===== src/rtl/sound_pkg.sv =====
// Shared sound-code vocabulary between the logo animation block and the sound player,
// plus the player's FSM encoding.
package sound_pkg;

    localparam logic [1:0] SND_STOP = 2'b00;
    localparam logic [1:0] SND_PONG = 2'b01;
    localparam logic [1:0] SND_PING = 2'b10;
    localparam logic [1:0] SND_GO   = 2'b11;

    typedef enum logic [1:0] {
        ST_IDLE  = 2'd0,
        ST_NOTE1 = 2'd1,
        ST_GAP   = 2'd2,
        ST_NOTE2 = 2'd3
    } state_e;

    // A half-period below 2 cannot produce a square wave; force the smallest usable one.
    function automatic int unsigned clamp_half(input int unsigned h);
        return (h < 32'd2) ? 32'd2 : h;
    endfunction

endpackage


===== src/rtl/sound_player_tone_gen.sv =====
// Square-wave generator: toggles every 'half' enabled cycles. The tone output is the
// value the tone bit takes after the coming edge, so a registered consumer stays aligned.
module tone_gen #(
    parameter int unsigned CNT_W = 24
) (
    input  logic             clk,
    input  logic             clr,
    input  logic             en,
    input  logic [CNT_W-1:0] half,
    input  logic             restart,
    output logic             tone
);

    logic [CNT_W-1:0] cnt_q, cnt_d;
    logic             tone_q, tone_d;

    always_comb begin
        cnt_d  = cnt_q;
        tone_d = tone_q;
        if (restart) begin
            cnt_d  = '0;
            tone_d = 1'b0;
        end else if (en) begin
            if (cnt_q == half - CNT_W'(1)) begin
                cnt_d  = '0;
                tone_d = ~tone_q;
            end else begin
                cnt_d = cnt_q + CNT_W'(1);
            end
        end
    end

    always_ff @(posedge clk) begin
        if (clr) begin
            cnt_q  <= '0;
            tone_q <= 1'b0;
        end else begin
            cnt_q  <= cnt_d;
            tone_q <= tone_d;
        end
    end

    assign tone = tone_d;

endmodule


===== src/rtl/sound_player.sv =====
// Turns sound-code requests from the animation block into timed square-wave bursts
// on the speaker pin: one note for ping/pong, note-gap-note chime for go.
module sound_player
    import sound_pkg::*;
#(
    parameter int unsigned CLK_HZ      = 12000000,
    parameter int unsigned PING_HALF   = 6000,
    parameter int unsigned PONG_HALF   = 12000,
    parameter int unsigned GO_HALF_A   = 9000,
    parameter int unsigned GO_HALF_B   = 4500,
    parameter int unsigned NOTE_CYCLES = 1200000,
    parameter int unsigned GAP_CYCLES  = 240000,
    parameter int unsigned CNT_W       = 24
) (
    input  logic       clk,
    input  logic       clr,
    input  logic [1:0] code_sound,
    input  logic       trig,
    input  logic       mute,
    output logic       speaker,
    output logic       busy,
    output logic [1:0] cur_code
);

    localparam logic [CNT_W-1:0] PING_H    = CNT_W'(clamp_half(PING_HALF));
    localparam logic [CNT_W-1:0] PONG_H    = CNT_W'(clamp_half(PONG_HALF));
    localparam logic [CNT_W-1:0] GOA_H     = CNT_W'(clamp_half(GO_HALF_A));
    localparam logic [CNT_W-1:0] GOB_H     = CNT_W'(clamp_half(GO_HALF_B));
    localparam logic [CNT_W-1:0] NOTE_LAST = CNT_W'(NOTE_CYCLES - 1);
    localparam logic [CNT_W-1:0] GAP_LAST  = CNT_W'(GAP_CYCLES - 1);

    state_e           state_q, state_d;
    logic [CNT_W-1:0] dur_q, dur_d;
    logic [CNT_W-1:0] half_q, half_d;
    logic [1:0]       code_q, code_d;
    logic             speaker_q, speaker_d;
    logic             restart, tone_en, tone;

    always_ff @(posedge clk) begin
        if (clr) begin
            state_q   <= ST_IDLE;
            dur_q     <= '0;
            half_q    <= '0;
            code_q    <= SND_STOP;
            speaker_q <= 1'b0;
        end else begin
            state_q   <= state_d;
            dur_q     <= dur_d;
            half_q    <= half_d;
            code_q    <= code_d;
            speaker_q <= speaker_d;
        end
    end

    // A trig always wins over the burst timeline: latest request replaces whatever is playing.
    always_comb begin
        state_d = state_q;
        dur_d   = dur_q + CNT_W'(1);
        half_d  = half_q;
        code_d  = code_q;
        restart = 1'b0;
        if (trig) begin
            if (code_sound == SND_STOP) begin
                state_d = ST_IDLE;
            end else begin
                state_d = ST_NOTE1;
                code_d  = code_sound;
                restart = 1'b1;
                case (code_sound)
                    SND_PING: half_d = PING_H;
                    SND_PONG: half_d = PONG_H;
                    default:  half_d = GOA_H;
                endcase
            end
        end else begin
            case (state_q)
                ST_NOTE1: if (dur_q == NOTE_LAST)
                              state_d = (code_q == SND_GO) ? ST_GAP : ST_IDLE;
                ST_GAP: if (dur_q == GAP_LAST) begin
                            state_d = ST_NOTE2;
                            half_d  = GOB_H;
                        end
                ST_NOTE2: if (dur_q == NOTE_LAST) state_d = ST_IDLE;
                default: ;
            endcase
        end
        if (state_d != state_q) restart = 1'b1;
        if (state_d == ST_IDLE) code_d = SND_STOP;
        if (restart || state_d == ST_IDLE) dur_d = '0;
    end

    // speaker is registered from next-cycle values so a note opens with a full low half-period.
    always_comb begin
        busy      = (state_q != ST_IDLE);
        cur_code  = code_q;
        speaker   = speaker_q;
        tone_en   = (state_q == ST_NOTE1) || (state_q == ST_NOTE2);
        speaker_d = tone && !mute && ((state_d == ST_NOTE1) || (state_d == ST_NOTE2));
    end

    tone_gen #(.CNT_W(CNT_W)) u_tone (
        .clk     (clk),
        .clr     (clr),
        .en      (tone_en),
        .half    (half_q),
        .restart (restart),
        .tone    (tone)
    );

endmodule

===== config.mk =====
export PLATFORM = sky130hd
export DESIGN_NAME = sound_player
export DESIGN_NICKNAME = d
export VERILOG_FILES = /design/src/rtl/sound_pkg.sv /design/src/rtl/sound_player_tone_gen.sv /design/src/rtl/sound_player.sv
export SDC_FILE = /design/constraint.sdc
export NUM_CORES = 1
export LEC_CHECK = 0
export CORE_AREA = 2 2 93 77
export CTS_BUF_LIST = sky130_fd_sc_hd__clkbuf_8
export DETAILED_ROUTE_END_ITERATION = 6
export DIE_AREA = 0 0 95 79
export PLACE_DENSITY = 0.77
export SYNTH_ARGS = -nofsm -noshare
export SYNTH_HDL_FRONTEND = slang
export SYNTH_HIERARCHICAL = 1
export SYNTH_SLANG_ARGS = --single-unit

===== constraint.sdc =====
create_clock -name clk -period 4.2 [get_ports clk]
set_clock_uncertainty 0.2 [all_clocks]
set_input_delay 0.84 -clock clk [delete_from_list [all_inputs] [get_ports clk]]
set_output_delay 0.84 -clock clk [all_outputs]
set_load 0.05 [all_outputs]

# Yosys cells after proc, flatten, opt, wreduce, memory -nomap -nowiden
# Index checks and enable logic that the tools add are counted.
[totals]
output_inout_bits = 4
wordCells = 60
in_bits = 6
ff_bits = 78
[classes]
mux = 19
reduce_logical = 16
addsub = 3
bitwise = 2
eq_ne = 13
[op_table]
columns = ["cell", "count"]
rows = [
  ["$mux W24", 5],
  ["$add A24 B1 Y24 const B", 2],
  ["$pmux W14 S2", 1],
  ["$eq A24 B18 Y1 const B", 1],
  ["$eq A24 B21 Y1 const B", 1],
  ["$eq A24 B24 Y1", 1],
  ["$sub A24 B1 Y24 const B", 1],
  ["$eq A2 B2 Y1 const B", 5],
  ["$mux W2", 5],
  ["$mux W1", 7],
  ["$eq A2 B1 Y1 const B", 3],
  ["$pmux W2 S3", 1],
  ["$reduce_bool A2 Y1", 3],
  ["$reduce_or A2 Y1", 3],
  ["$logic_not A2 Y1", 2],
  ["$logic_or A1 B1 Y1", 3],
  ["$reduce_and A3 Y1", 1],
  ["$logic_and A1 B1 Y1", 2],
  ["$ne A2 B2 Y1", 1],
  ["$ne A2 B2 Y1 const B", 1],
  ["$not A1 Y1", 2],
  ["$reduce_and A2 Y1", 1],
  ["$logic_not A1 Y1", 1],
]

# Longest topological paths before layout
# Gate-level depths: netlist (run 1).
[logic_depth]
word_depth = 10
depth_mapped = 10
mapped_depth_nobuf = 10

# Modules after synthesis
# Netlist (run 1), hierarchy kept.
[modules_own_cells]
columns = ["module", "instances", "seq_area_each_um2", "area_per_inst_um2", "cells_per_inst"]
rows = [
  ["tone_gen", 1, 500.5, 2054.5, 261],
  ["sound_player", 1, 760.7, 1810.5, 208],
]

# Least setup slack after synthesis (run 1)
# Ideal clock, no wire load.
[synth_timing]
path_type = "flip-flop to flip-flop"
start = "reg half_q[9]"
end = "reg speaker_q, in the netlist speaker"
setup_time_ns = 0.129
stages_incl_launch_ff = 11
t_arrival_ns = 3.068
setup_slack_ns = 0.803
path_buffers = 2
required_ns = 3.871
period_less_slack_ns = 3.397
path_cell_list = "dfxtp_1 clkbuf_1 or4_1 buf_2 or4_1 nor3_1 xnor2_1 nand4b_2 nor4b_4 mux2_1 nor3b_1"
[synth_between]
elab_chain_cells = 7
[synth_lines]
columns = ["item", "line_no", "rtl"]
rows = [
  ["start, declared", "sound_player.sv:34", "logic [CNT_W-1:0] half_q, half_d;"],
  ["start signal, assigned", "sound_player.sv:49", "half_q <= half_d;"],
  ["$sub A24 B1 Y24", "sound_player_tone_gen.sv:24", "if (cnt_q == half - CNT_W'(1)) begin"],
  ["$eq A24 B24 Y1", "sound_player_tone_gen.sv:24", ""],
  ["$mux W1", "sound_player_tone_gen.sv:24", ""],
  ["$mux W1", "sound_player_tone_gen.sv:23", "end else if (en) begin"],
  ["$mux W1", "sound_player_tone_gen.sv:20", "if (restart) begin"],
  ["net tone", "sound_player.sv:37", "logic restart, tone_en, tone;"],
  ["$logic_and A1 B1 Y1 (2 in series)", "sound_player.sv:98", "speaker_d = tone && !mute && ((state_d == ST_NOTE1) || (state_d == ST_NOTE2));"],
  ["end signal, assigned", "sound_player.sv:51", "speaker_q <= speaker_d;"],
  ["end, declared", "sound_player.sv:36", "logic speaker_q, speaker_d;"],
]
# The timed path passes the listed nets, and every way through them passes these cells.
# A chain may end at the register's enable or synchronous reset.

# Final worst setup path (run 1)
[layout_timing]
start = "reg half_q[12]"
end = "reg speaker_q, in the netlist speaker"
# The elaborated chain is that of the path after synthesis.

==> impl_metrics.tcl, run 1 <==
set metrics [dict create \
    r2r-end "speaker$_SDFF_PP0_" \
    seq_area_sq_um 1260 \
    ys_ff_latch 63 \
    ant_nets 0 \
    clkSinkCount 63 \
    cp-endpoint "speaker$_SDFF_PP0_" \
    synthDistinctLibCells 58 \
    finalHoldViolCount 0 \
    core_area_sq_um 6660 \
    crit_slowest_cell "or4_1" \
    slowest_delay_ns 0.75 \
    cts_tree "yes" \
    antenna_cells 0 \
    first_iter_violations 216 \
    detailedPlace.worstSlack_ns 0.736 \
    tightest_slew_ns 0.693 \
    period_needed_ns 3.49 \
    hold_buffers 0 \
    synth_top_cell_area_share 0.326 \
    whs_path_depth 1 \
    maxSlewHeadroom 0.536 \
    cts.clk_slew.worst_paths_ns 0.07 \
    outcome "finished clean" \
    ios 10 \
    antenna_found_initial 0 \
    h-tree-depth 3 \
    wl_per_cell_microns 14.0 \
    path_class "reg -> reg" \
    cts_root_buf "clkbuf_8" \
    finalWirelength_mm 8.42 \
    grt_usage 0.248 \
    multi_input_area_sq_um 2560 \
    setup_viol 0 \
    ys_top_cells_by_area "dfxtp_1 (33%), xnor2_1 (10%), nor3_1 (8.3%)" \
    clkLatencyLatePin_ns 0.34 \
    path_cells "or4_1 > or4_1 > nor3_1 > xnor2_1 > nand4b_2 > nor4b_4 > mux2_1 > nor3b_1" \
    die_h_microns 79 \
    ctsLongestPathBuffers 2 \
    fp.dieArea_sq_um 7510 \
    rows 27 \
    dp.cells 584 \
    nNetsFinal 521 \
    crit_start "half_q[12]$_SDFFE_PP0P_" \
    drive_above_1_share 0.0760 \
    synthFlopType "dfxtp_1" \
    layout_common_cells "nor3_1 (64), dfxtp_1 (63), xnor2_1 (44)" \
    yosys.area.top_type "dfxtp_1" \
    maxCapViolCount 0 \
    fmax_mhz 286 \
    async_flop_share 0 \
    power_leakage_nw 1.50 \
    io_buffers 9 \
    crit_top_cell "or4_1" \
    setup.worst_path.start_class "flop" \
    firstDrtPassIters 5 \
    setup.worst_path.end_class "flop" \
    gr-total-overflow 0 \
    yosys_warnings 6 \
    fin_tns_setup_ns 0 \
    r2r-start "half_q[12]$_SDFFE_PP0P_" \
    hold_path_class "reg -> reg" \
    grt_max_degree 25 \
    start_util 0.581 \
    required_ns 4.21 \
    finalMaxSlewViolations 0 \
    vias_per_cell 5.66 \
    vias 3397 \
    synthCells 469 \
    areaGrowthSynthToFinish_pct 11.9 \
    reg2reg_slack_ns 0.71 \
    worstPathMaxFanout 14 \
    grt_setup_unrepaired "no" \
    fin_crit_sh 0.832 \
    yosysSeqAreaShare 0.326 \
    worst_r2r_path_depth 8 \
    crit_arrival_ns 3.51 \
    cts_buffers 9 \
    p_per_area_nw_per_um2 303 \
    avgSynthCellArea_sq_um 8.24 \
    post-dp-hpwl_mm 6.02 \
    syn_area_sq_um 3860 \
    peakVddDrop_uv 215 \
    cts_resized 0 \
    final_common_cell "nor3_1" \
    post-cts-setup-buffer-count 0 \
    power_mw 1.31 \
    grt_pass1_vias 3098 \
    stdcell_count 600 \
    die-width_microns 95 \
    final.fill_count 576 \
    post-route-drc-count 0 \
    post-route-util 0.650 \
    synth_edf_count 0 \
    place.gp.congestion 0.874 \
    grt_pass1_wl_mm 14.6 \
    setup_slack_ns 0.707 \
]
==> stage by stage <==
step	area [sq um]	hold slack [ns]
after floorplan	4010	0.220
after global placement	4120	0.239
after detailed placement	4120	0.249
after CTS	4330	0.266
after global routing	4330	0.296
final	4330	0.263
==> worst min-delay path by stage <==
stage,start,to,slack (ns)
after floorplan,dur_q[0]$_SDFF_PP0_,dur_q[0]$_SDFF_PP0_,0.22
after global routing,u_tone/tone_q$_SDFF_PP0_,u_tone/tone_q$_SDFF_PP0_,0.30
final,dur_q[0]$_SDFF_PP0_,dur_q[0]$_SDFF_PP0_,0.26
after global placement,dur_q[0]$_SDFF_PP0_,dur_q[0]$_SDFF_PP0_,0.24
after CTS,dur_q[0]$_SDFF_PP0_,dur_q[0]$_SDFF_PP0_,0.27
after detailed placement,dur_q[0]$_SDFF_PP0_,dur_q[0]$_SDFF_PP0_,0.25
==> per-layer routing <==
layer	vias up	global-route usage	wire, microns
li1	1725	-	-
met1	1573	0.365	4340
met5	-	0	0
met4	0	0.0797	97
met2	89	0.353	3530
met3	10	0.0598	449
==> worst max-delay path, delay by kind of cell, from the launching register on <==
kind             cells  cell delay (ns)
AND/OR/NAND/NOR      6             2.20
flip-flops           1             0.45
multiplexers         1             0.36
XOR/XNOR             1             0.17
==> kinds of logic after synthesis <==
logic type / after synthesis / synth area share
simple gates: 233 / 0.335
xor+xnor: 72 / 0.163
flops: 63 / 0.326
compound gates: 47 / 0.0884
buf+inv: 40 / 0.0476
fa+ha+maj: 7 / 0.0227
mux: 6 / 0.0159
other cells: 1 / 0.000970
==> synth_stat cells (all sizes together) (2+ instances only) <==
master and instances:
xor2 28, nand2 36, nor4b 5, nor2b 4, clkbuf 15, and3 5
o31a 2, inv 17, or3 9, and2 3, buf 8, nand4b 3
xnor2 44, o21ai 7, a211oi 4, nand3 22, nand2b 4, and4 5
o31ai 4, or2 4, mux2i 5, nor3b 3, nor2 29, dfxtp 63
a31oi 4, a21oi 15, ha 7, or4 6, or3b 2, and4b 2
nand4 13, a31o 2, nor4 12, nor3 65
==> cell type report <==
cell class,count,area share
clock buffer,12,0.0382
clock inverter,4,0.0101
inverter,17,0.0148
multi-input combinational,404,0.592
sequential,63,0.292
tap,87,0.0252
timing repair buffer,13,0.0278
==> registers in the layout, summed over array words and instances, names as in the netlist <==
signal,flops
speaker,1
u_tone/cnt_q,24
dur_q,24
cur_code,2
u_tone/tone_q,1
state_q,2
half_q,9
==> where the power goes <==
group	internal, mW	switching [mW]
registers	0.605	0.0177
logic	0.0564	0.0870
clock network	0.318	0.227
total	0.980	0.332
No activity file was read; power rests on OpenSTA's default activity.
==> run 2, diff against run 1 <==
- CORE_AREA: 2 2 93 77 -> 2 2 95 79
- DIE_AREA: 0 0 95 79 -> 0 0 97 81
- PLACE_DENSITY: 0.77 -> 0.76
- clock period: 4.2 -> 3 ns (I/O delays scaled with it)
==> impl_metrics.tcl, run 2 (synthesis gave the netlist of run 1 again) <==
set metrics [dict create \
    maxSlewHeadroom 0.555 \
    p_per_area_nw_per_um2 400 \
    required_ns 3.01 \
    first_iter_violations 173 \
    outcome "finished, violations left" \
    start_util 0.549 \
    setup_viol 2 \
    fmax_mhz 325 \
    dpl_cell_area_sq_um 4330 \
    maxCapViolCount 0 \
    nNetsFinal 551 \
    tightest_slew_ns 0.666 \
    place.gp.congestion 0.847 \
    setup.worst_path.end_class "flop" \
    io_buffers 9 \
    ios 10 \
    finalMaxSlewViolations 0 \
    clkLatencyLatePin_ns 0.34 \
    setup_slack_ns -0.0734 \
    slowest_delay_ns 0.54 \
    h-tree-depth 3 \
    antenna_cells 0 \
    rows 28 \
    largestRegisters "dur_q x24, u_tone/cnt_q x24, half_q x9" \
    path_class "reg -> reg" \
    hold_path_class "reg -> reg" \
    grt_pass1_vias 3287 \
    clkSinkCount 63 \
    fin_tns_setup_ns -0.0919 \
    cts_buffers 9 \
    die_h_microns 81 \
    gr-total-overflow 0 \
    crit_slowest_cell "or4_4" \
    period_needed_ns 3.07 \
    violations "setup timing" \
    ctsLongestPathBuffers 2 \
    vias 3474 \
    cts_tree "yes" \
    firstDrtPassIters 4 \
    cts_root_buf "clkbuf_8" \
    finalHoldViolCount 0 \
    power_leakage_nw 1.66 \
    path_delay_family "simple AND/OR/NAND/NOR gates" \
    worstPathMaxFanout 6 \
    grt_usage 0.237 \
    multi_input_area_sq_um 2650 \
    areaGrowthSynthToFinish_pct 19.9 \
    crit_arrival_ns 3.09 \
    cts.clk_slew.worst_paths_ns 0.07 \
    path_cells "or4_4 > buf_4 > nor3_2 > nand4_1 > a211oi_2 > nand4b_2 > nor4b_4 > mux2_1 > nor3b_1" \
    finalWirelength_mm 8.91 \
    antenna_found_initial 0 \
    design_area_sq_um 4630 \
    layout_common_cells "nor3_1 (60), dfxtp_1 (60), xnor2_1 (44)" \
    critPathBufInv 1 \
    fin_crit_sh 1.02 \
    core_area_sq_um 7040 \
    drive_above_1_share 0.153 \
    wl_per_cell_microns 14.1 \
    post-route-util 0.658 \
    seq_area_sq_um 1270 \
    die-width_microns 97 \
    vias_per_cell 5.50 \
    ant_nets 0 \
    fp.dieArea_sq_um 7860 \
    grt_pass1_wl_mm 14.9 \
    setup.worst_path.start_class "flop" \
    final.fill_count 584 \
    post-dp-hpwl_mm 6.36 \
    grt_setup_unrepaired "yes" \
    grt_max_degree 25 \
    peakVddDrop_uv 296 \
    post-route-drc-count 0 \
]
run 2: changes by cell type in the layout (fill, tap and decap cells not counted), moves of 3 or more:
| cell | delta |
|---|---|
| nor3_1 | -4 |
| or4_4 | +4 |
| dfxtp_1 | -3 |
| nor4_1 | -3 |
| buf_4 | +28 |
| or4_1 | -4 |
run 2: routing by layer:
metal | vias up | GRT usage | wire length (microns)
met5 | - | 0 | 0
met4 | 0 | 0.106 | 248
met3 | 19 | 0.0491 | 307
met2 | 73 | 0.418 | 4240
met1 | 1608 | 0.284 | 4110
li1 | 1774 | - | -
run 2: layout make-up:
cell class	count	area share
clock buffer	10	0.0297
sequential	63	0.274
tap	90	0.0243
inverter	17	0.0138
multi-input combinational	404	0.571
clock inverter	5	0.0111
timing repair buffer	43	0.0762
run 2: worst reg2reg max path: cells and delay by family, from the launching register on:
| kind | cells | cell delay, ns |
|---|---|---|
| buffers and inverters | 1 | 0.17 |
| DFF | 1 | 0.36 |
| muxes | 1 | 0.34 |
| AOI/OAI and AO/OA | 1 | 0.26 |
| and+or+nand+nor | 6 | 1.61 |
run 2: timing repair:
| item | 4_1_cts | 5_1_grt |
|---|---|---|
| hold buffers | 0 | 0 |
| resized for setup | 11 | 5 |
| endpoints found under the setup margin | 25 | 25 |
| buffers inserted | 4 | 0 |
| pin swaps | 6 | 2 |
run 2: where the power goes:
part           switching (mW)  total [mW]  leakage [nW]  internal [mW]
Clock                   0.321       0.717         0.105          0.396
Combinational           0.156       0.278          1.04          0.122
Sequential             0.0110       0.858         0.511          0.847
Total                   0.488        1.85          1.66           1.36
run 2: per-stage QoR:
| stage | instances | total power, mW | worst slack (ns) | hold WS [ns] |
|---|---|---|---|---|
| after global placement | 613 | 1.12 | -0.0308 | 0.238 |
| after CTS | 632 | 1.86 | -0.00325 | 0.264 |
| final | 632 | 1.85 | -0.0734 | 0.261 |
| after detailed placement | 613 | 1.13 | -0.0999 | 0.254 |
| after floorplan | 507 | 1.06 | -0.286 | 0.220 |
| after global routing | 632 | 1.94 | -0.165 | 0.286 |
run 2: worst paths after layout:
kind	startpoint	to	slack, ns	cells after the start
worst max-delay path	half_q[9]$_SDFFE_PP0P_	speaker$_SDFF_PP0_	-0.07	9
worst min register to register	dur_q[0]$_SDFF_PP0_	dur_q[0]$_SDFF_PP0_	0.26	1
worst max register to register	half_q[9]$_SDFFE_PP0P_	speaker$_SDFF_PP0_	-0.07	9
worst min-delay path	dur_q[0]$_SDFF_PP0_	dur_q[0]$_SDFF_PP0_	0.26	1
